$ cat src/rtl/mip_trilinear_blend_if.sv
// mip_trilinear_blend_if
//   Bundles the four handshakes of the trilinear blend stage.
//   Parameters: LW   - mip level index width
//               TAGW - request tag width
//   Signals:
//     req_*   - LOD request in (valid/ready, lod_int, lod_frac, tag)
//     fetch_* - texel fetch request out (valid/ready, level)
//     resp_*  - texel response in (valid, texel); no backpressure
//     out_*   - blended result out (valid/ready, texel, tag)
//   Modports: slave  - the blend block
//             master - the surrounding environment (LOD calc, texel cache, consumer)
interface mip_trilinear_blend_if #(
  parameter int LW   = 4,
  parameter int TAGW = 8
);
  logic            req_valid;
  logic            req_ready;
  logic [LW-1:0]   req_lod_int;
  logic [7:0]      req_lod_frac;
  logic [TAGW-1:0] req_tag;

  logic            fetch_valid;
  logic            fetch_ready;
  logic [LW-1:0]   fetch_level;

  logic            resp_valid;
  logic [31:0]     resp_texel;

  logic            out_valid;
  logic            out_ready;
  logic [31:0]     out_texel;
  logic [TAGW-1:0] out_tag;

  modport slave (
    input  req_valid, req_lod_int, req_lod_frac, req_tag,
    input  fetch_ready, resp_valid, resp_texel, out_ready,
    output req_ready, fetch_valid, fetch_level,
    output out_valid, out_texel, out_tag
  );

  modport master (
    output req_valid, req_lod_int, req_lod_frac, req_tag,
    output fetch_ready, resp_valid, resp_texel, out_ready,
    input  req_ready, fetch_valid, fetch_level,
    input  out_valid, out_texel, out_tag
  );
endinterface

$ cat src/rtl/mip_trilinear_blend.sv
// mip_trilinear_blend
//   Trilinear mip blend stage. Takes one LOD request at a time, fetches the
//   texel of level lod_int and, when the fractional LOD is non-zero and a
//   coarser level exists, the texel of level lod_int+1, then blends the two
//   per RGBA8 channel with weight lod_frac/256 on the coarser level.
//   Parameters: LEVELS - number of mip levels (level index width = clog2)
//               TAGW   - request tag width
//   Ports: clk  - rising-edge clock
//          rst  - synchronous active-high reset
//          bus  - mip_trilinear_blend_if.slave (request, fetch, response,
//                 result handshakes)
//   Build option: MIP_TRILIN_ROUND_EN defined -> blend rounds half up
//                 (+128 before >>8); undefined -> blend truncates.
//
//   state    | meaning
//   ---------+------------------------------------------------------
//   S_IDLE   | ready for a request
//   S_FETCH0 | requesting texel of level lod_int
//   S_WAIT0  | waiting for level lod_int texel (c0)
//   S_FETCH1 | requesting texel of level lod_int+1 (dual only)
//   S_WAIT1  | waiting for level lod_int+1 texel (c1), then blend
//   S_OUT    | presenting result until consumer accepts
module mip_trilinear_blend #(
  parameter int LEVELS = 12,
  parameter int TAGW   = 8
) (
  input logic                clk,
  input logic                rst,
  mip_trilinear_blend_if.slave bus
);
  localparam int LW = (LEVELS > 1) ? $clog2(LEVELS) : 1;
  localparam logic [LW-1:0] LOD_MAX = LW'(LEVELS - 1);

`ifdef MIP_TRILIN_ROUND_EN
  localparam logic [16:0] RND = 17'd128;
`else
  localparam logic [16:0] RND = 17'd0;
`endif

  typedef enum logic [2:0] {
    S_IDLE,
    S_FETCH0,
    S_WAIT0,
    S_FETCH1,
    S_WAIT1,
    S_OUT
  } state_t;

  state_t          state_q, state_d;
  logic [LW-1:0]   lod_q, lod_d;
  logic [7:0]      frac_q, frac_d;
  logic [TAGW-1:0] tag_q, tag_d;
  logic            dual_q, dual_d;
  logic [31:0]     c0_q, c0_d;
  logic [31:0]     texel_q, texel_d;

  logic [LW-1:0]   lod_clamp;
  logic [31:0]     blend;

  // 17 bits hold 255*256 + 128 without overflow.
  function automatic logic [7:0] blend_ch(input logic [7:0] a,
                                          input logic [7:0] b,
                                          input logic [7:0] f);
    logic [16:0] w0;
    logic [16:0] sum;
    w0  = 17'd256 - {9'd0, f};
    sum = ({9'd0, a} * w0) + ({9'd0, b} * {9'd0, f}) + RND;
    return 8'(sum >> 8);
  endfunction

  assign lod_clamp = (bus.req_lod_int > LOD_MAX) ? LOD_MAX : bus.req_lod_int;

  always_comb begin
    blend = '0;
    for (int ch = 0; ch < 4; ch++) begin
      blend[8*ch +: 8] = blend_ch(c0_q[8*ch +: 8], bus.resp_texel[8*ch +: 8], frac_q);
    end
  end

  always_comb begin
    state_d = state_q;
    lod_d   = lod_q;
    frac_d  = frac_q;
    tag_d   = tag_q;
    dual_d  = dual_q;
    c0_d    = c0_q;
    texel_d = texel_q;
    case (state_q)
      S_IDLE: begin
        if (bus.req_valid) begin
          lod_d   = lod_clamp;
          frac_d  = bus.req_lod_frac;
          tag_d   = bus.req_tag;
          // The finest-to-coarsest pair does not exist at the last level.
          dual_d  = (bus.req_lod_frac != 8'd0) && (lod_clamp != LOD_MAX);
          state_d = S_FETCH0;
        end
      end
      S_FETCH0: begin
        if (bus.fetch_ready) state_d = S_WAIT0;
      end
      S_WAIT0: begin
        if (bus.resp_valid) begin
          c0_d = bus.resp_texel;
          if (dual_q) begin
            state_d = S_FETCH1;
          end else begin
            texel_d = bus.resp_texel;
            state_d = S_OUT;
          end
        end
      end
      S_FETCH1: begin
        if (bus.fetch_ready) state_d = S_WAIT1;
      end
      S_WAIT1: begin
        if (bus.resp_valid) begin
          texel_d = blend;
          state_d = S_OUT;
        end
      end
      S_OUT: begin
        if (bus.out_ready) state_d = S_IDLE;
      end
      default: state_d = S_IDLE;
    endcase
  end

  always_ff @(posedge clk) begin
    if (rst) begin
      state_q <= S_IDLE;
      lod_q   <= '0;
      frac_q  <= '0;
      tag_q   <= '0;
      dual_q  <= 1'b0;
      c0_q    <= '0;
      texel_q <= '0;
    end else begin
      state_q <= state_d;
      lod_q   <= lod_d;
      frac_q  <= frac_d;
      tag_q   <= tag_d;
      dual_q  <= dual_d;
      c0_q    <= c0_d;
      texel_q <= texel_d;
    end
  end

  assign bus.req_ready   = (state_q == S_IDLE);
  assign bus.fetch_valid = (state_q == S_FETCH0) || (state_q == S_FETCH1);
  assign bus.fetch_level = (state_q == S_FETCH1) ? lod_q + LW'(1) :
                           (state_q == S_FETCH0) ? lod_q : '0;
  assign bus.out_valid   = (state_q == S_OUT);
  assign bus.out_texel   = texel_q;
  assign bus.out_tag     = tag_q;

endmodule

$ cat src/flat_wrapper.sv
// flat-port wrapper written by rule: the top's interface ports become plain ports
module mip_trilinear_blend_flat 
#(
  parameter int LEVELS = 12,
  parameter int TAGW   = 8
)
  (clk, rst, bus_req_valid, bus_req_lod_int, bus_req_lod_frac, bus_req_tag, bus_fetch_ready, bus_resp_valid, bus_resp_texel, bus_out_ready, bus_req_ready, bus_fetch_valid, bus_fetch_level, bus_out_valid, bus_out_texel, bus_out_tag);
  mip_trilinear_blend_if #(.LW((4)), .TAGW(TAGW)) bus_i ();
  input logic clk;
  input logic rst;
  input wire logic [$bits(bus_i.req_valid)-1:0] bus_req_valid;
  input wire logic [$bits(bus_i.req_lod_int)-1:0] bus_req_lod_int;
  input wire logic [$bits(bus_i.req_lod_frac)-1:0] bus_req_lod_frac;
  input wire logic [$bits(bus_i.req_tag)-1:0] bus_req_tag;
  input wire logic [$bits(bus_i.fetch_ready)-1:0] bus_fetch_ready;
  input wire logic [$bits(bus_i.resp_valid)-1:0] bus_resp_valid;
  input wire logic [$bits(bus_i.resp_texel)-1:0] bus_resp_texel;
  input wire logic [$bits(bus_i.out_ready)-1:0] bus_out_ready;
  output wire logic [$bits(bus_i.req_ready)-1:0] bus_req_ready;
  output wire logic [$bits(bus_i.fetch_valid)-1:0] bus_fetch_valid;
  output wire logic [$bits(bus_i.fetch_level)-1:0] bus_fetch_level;
  output wire logic [$bits(bus_i.out_valid)-1:0] bus_out_valid;
  output wire logic [$bits(bus_i.out_texel)-1:0] bus_out_texel;
  output wire logic [$bits(bus_i.out_tag)-1:0] bus_out_tag;
  assign bus_i.req_valid = bus_req_valid;
  assign bus_i.req_lod_int = bus_req_lod_int;
  assign bus_i.req_lod_frac = bus_req_lod_frac;
  assign bus_i.req_tag = bus_req_tag;
  assign bus_i.fetch_ready = bus_fetch_ready;
  assign bus_i.resp_valid = bus_resp_valid;
  assign bus_i.resp_texel = bus_resp_texel;
  assign bus_i.out_ready = bus_out_ready;
  assign bus_req_ready = bus_i.req_ready;
  assign bus_fetch_valid = bus_i.fetch_valid;
  assign bus_fetch_level = bus_i.fetch_level;
  assign bus_out_valid = bus_i.out_valid;
  assign bus_out_texel = bus_i.out_texel;
  assign bus_out_tag = bus_i.out_tag;
  mip_trilinear_blend #(.LEVELS(LEVELS), .TAGW(TAGW)) u_core (.clk(clk), .rst(rst), .bus(bus_i));
endmodule
$ cat config.mk
export PLATFORM = sky130hd
export DESIGN_NAME = mip_trilinear_blend_flat
export DESIGN_NICKNAME = d
export VERILOG_FILES = /design/src/rtl/mip_trilinear_blend_if.sv /design/src/rtl/mip_trilinear_blend.sv /design/src/flat_wrapper.sv
export SDC_FILE = /design/constraint.sdc
export NUM_CORES = 1
export LEC_CHECK = 0
export ABC_AREA = 1
export CELL_PAD_IN_SITES_DETAIL_PLACEMENT = 1
export CELL_PAD_IN_SITES_GLOBAL_PLACEMENT = 1
export CORE_MARGIN = 2
export CORE_UTILIZATION = 39
export DETAILED_ROUTE_END_ITERATION = 8
export PLACE_DENSITY = 0.78
export SYNTH_ARGS = -nofsm -noshare
export SYNTH_HDL_FRONTEND = slang
export SYNTH_SLANG_ARGS = --single-unit
$ cat constraint.sdc
create_clock -name clk -period 6.8 [get_ports clk]
set_input_delay 0.68 -clock clk [delete_from_list [all_inputs] [get_ports clk]]
set_output_delay 0.68 -clock clk [all_outputs]
set_load 0.01 [all_outputs]
==> flow_summary.yaml <==
status:
  outcome: "finished clean"
sta:
  grt_setup_unrepaired: "false"
  whs_ns: 0.465
  finalSetupViolCount: 0
  clock.fmax_ghz: 0.157
  setup_ws_ns: 0.434
  drv_slew: 0
  period_needed_ns: 6.37
  skew_ns: 0.0160
  finalCritPeriodShare_pct: 93.6
  tightest_slew_ns: 0.933
  slew_headroom_pct: 37.8
  hold_viol: 0
  fin_tns_setup_ns: 0
logic_synthesis:
  async_reset_ff_share_pct: 0
  yosys-top-cells-area: "fa_1 (35%), inv_1 (15%), ha_1 (14%)"
  yosysMostFrequentCell: "inv_1"
  yosysSeqAreaShare_pct: 7.74
  avgSynthCellArea_um2: 7.18
  syn-num-nets: 3870
  synth_area_um2: 22700
  synth_flop_cell: "dfxtp_1"
  ys_types: 43
  synth_seq_cells: 88
  synth-edff-count: 0
  postSynthCellCount: 3166
  yosysTopAreaCell: "fa_1"
  yosys_warnings: 0
  ys_top_cells_by_count: "inv_1 (889), nand2_1 (737), fa_1 (400)"
  synth_top_area_share_pct: 35.2
power_and_ir_drop:
  peakVddDrop_v: 0.000262
  pwr_density_cell_nw_per_um2: 372
  power_leakage_nw: 14.2
worst_setup_path:
  required_ns: 7.06
  cp-end-kind: "register"
  worstPathMaxFanout: 14
  cpPeakStageDelay_ns: 0.55
  worst-setup-path-type: "register to register"
  crit_slowest_cell: "fa_1"
  cpMostUsedCell: "fa_1"
  start_kind: "register"
  arrival_ns: 6.62
run:
  cap_viol_max_count: 0
drt:
  ant_nets: 0
  routedWlPerCell_um: 17.5
  first_pass_iters: 5
  vias_per_cell: 4.92
  drc: 0
  vias: 19500
  first_iter_violations: 934
  wl_um: 69500
clock_tree:
  postCtsSetupBuffers: 0
  cts_hold_buf: 0
  cts-root-buf: "clkbuf_16"
  clockBufferDepth: 2
  cts_buffers: 9
  cts_sinks: 88
  clkLatencyLatePin_ns: 0.40
  htreeDepth: 3
  cts_tree: "done"
  clk_pin_slew_ns: 0.08
hold_path:
  hold_class: "register to register"
finish:
  antenna-diode-count: 0
  synthToLayoutAreaGrowth_pct: 9.20
  final_nets: 3900
  fin_util_pct: 43.1
  drive_gt1_share_pct: 3.34
die:
  coreArea_um2: 57700
  ios: 105
  die_area_um2: 60300
  die_y_um: 246
  die_x_um: 246
  start_util_pct: 39.4
  rows: 88
place:
  dpl.hpwl_um: 56100
  preCtsSetupSlack_ns: 0.361
  gp_congestion: 0.848
  port_buffers: 104
global_routing:
  grt_max_degree: 65
  antenna_found_initial: 2
  track_usage_pct: 24.5
  grt_pass1_wl_um: 115000
  grt.overflow.total: 0
  grt_pass1_vias: 21500
==> layout by cell type (no fill, tap or decap), types with 18 or more instances in the layout <==
cell	Yosys	final
dfxtp_1	88	84
ha_1	246	246
nand3_1	89	89
inv_1	889	888
nor2_1	281	280
o21ai_0	66	66
fa_1	400	400
a21oi_1	125	122
buf_4	11	50
nand2_1	737	736
clkdlybuf4s50_1	0	103
nand4_1	18	18
==> report_power, final <==
group	internal [W]	switching [W]	leakage, nW
Clock	0.000290	0.000284	0.147
Sequential	0.000620	0.000132	0.717
Combinational	0.00280	0.00512	13.4
==> registers in the layout, summed over array words and instances (netlist names) <==
register and count:
u_core.state_q 3, u_core.c0_q 32, u_core.dual_q 1, u_core.bus.out_texel 32, u_core.lod_q 4, u_core.frac_q 8
u_core.bus.out_tag 8
==> what timing repair did <==
action | in CTS | in global routing
gates resized for setup | 0 | 8
endpoints found under the setup margin | 0 | 13
hold endpoints to repair | 0 | 0
==> final cells by class <==
cell class | count | area, um2
multi-input combinational | 2037 | 17000
clock inverter | 7 | 77.6
timing repair buffer | 155 | 1430
sequential | 88 | 1770
inverter | 905 | 3400
fill | 7404 | 32900
clock buffer | 9 | 225
tap | 765 | 957
==> final timing paths <==
check	start	end	slack (ns)	depth (start not counted)
worst min register to register	u_core.bus.out_texel[28]$_SDFFE_PP0P_	u_core.bus.out_texel[28]$_SDFFE_PP0P_	0.47	2
worst max-delay path	u_core.frac_q[1]$_SDFFE_PP0P_	u_core.bus.out_texel[22]$_SDFFE_PP0P_	0.43	30
worst max register to register	u_core.frac_q[1]$_SDFFE_PP0P_	u_core.bus.out_texel[22]$_SDFFE_PP0P_	0.43	30
worst min-delay path	u_core.bus.out_texel[28]$_SDFFE_PP0P_	u_core.bus.out_texel[28]$_SDFFE_PP0P_	0.47	2
==> metrics by stage <==
step / power [W] / instances / instance area (um2)
floorplan: 0.00621 / 3166 / 22700
global placement: 0.00841 / 3950 / 24500
detailed placement: 0.00868 / 3950 / 24500
CTS: 0.00932 / 3966 / 24800
global route: 0.0105 / 3966 / 24800
finish: 0.00924 / 3966 / 24800
==> cells by family (layout without fill, tap and decap cells) <==
logic type	Yosys count	count (layout)	synth area share, %
simple gates	1163	1163	20.5
buf+inv	1041	1076	17.7
fa+ha+maj	646	646	48.7
compound gates	223	223	5.18
flops	88	88	7.74
xor+xnor	5	5	0.226
==> worst max-delay path, delay by kind of cell, from the launching register on <==
| kind | cells | cell delay [ns] |
|---|---|---|
| flip-flops | 1 | 0.35 |
| AO/OA/AOI/OAI | 1 | 0.06 |
| buffers and inverters | 7 | 0.55 |
| adder cells (fa/ha/maj) | 8 | 3.59 |
| AND/OR/NAND/NOR | 14 | 1.66 |
==> metal layers <==
metal / share of wire (%) / track usage [%] / vias up
met4: 2.6 / 7.52 / 4
met2: 49 / 42.1 / 426
met5: 0.039 / 0 / -
met1: 44 / 31.7 / 9798
met3: 5.1 / 3.42 / 110
li1: - / - / 9181
Note: power is estimated with default switching activity, not from simulation.
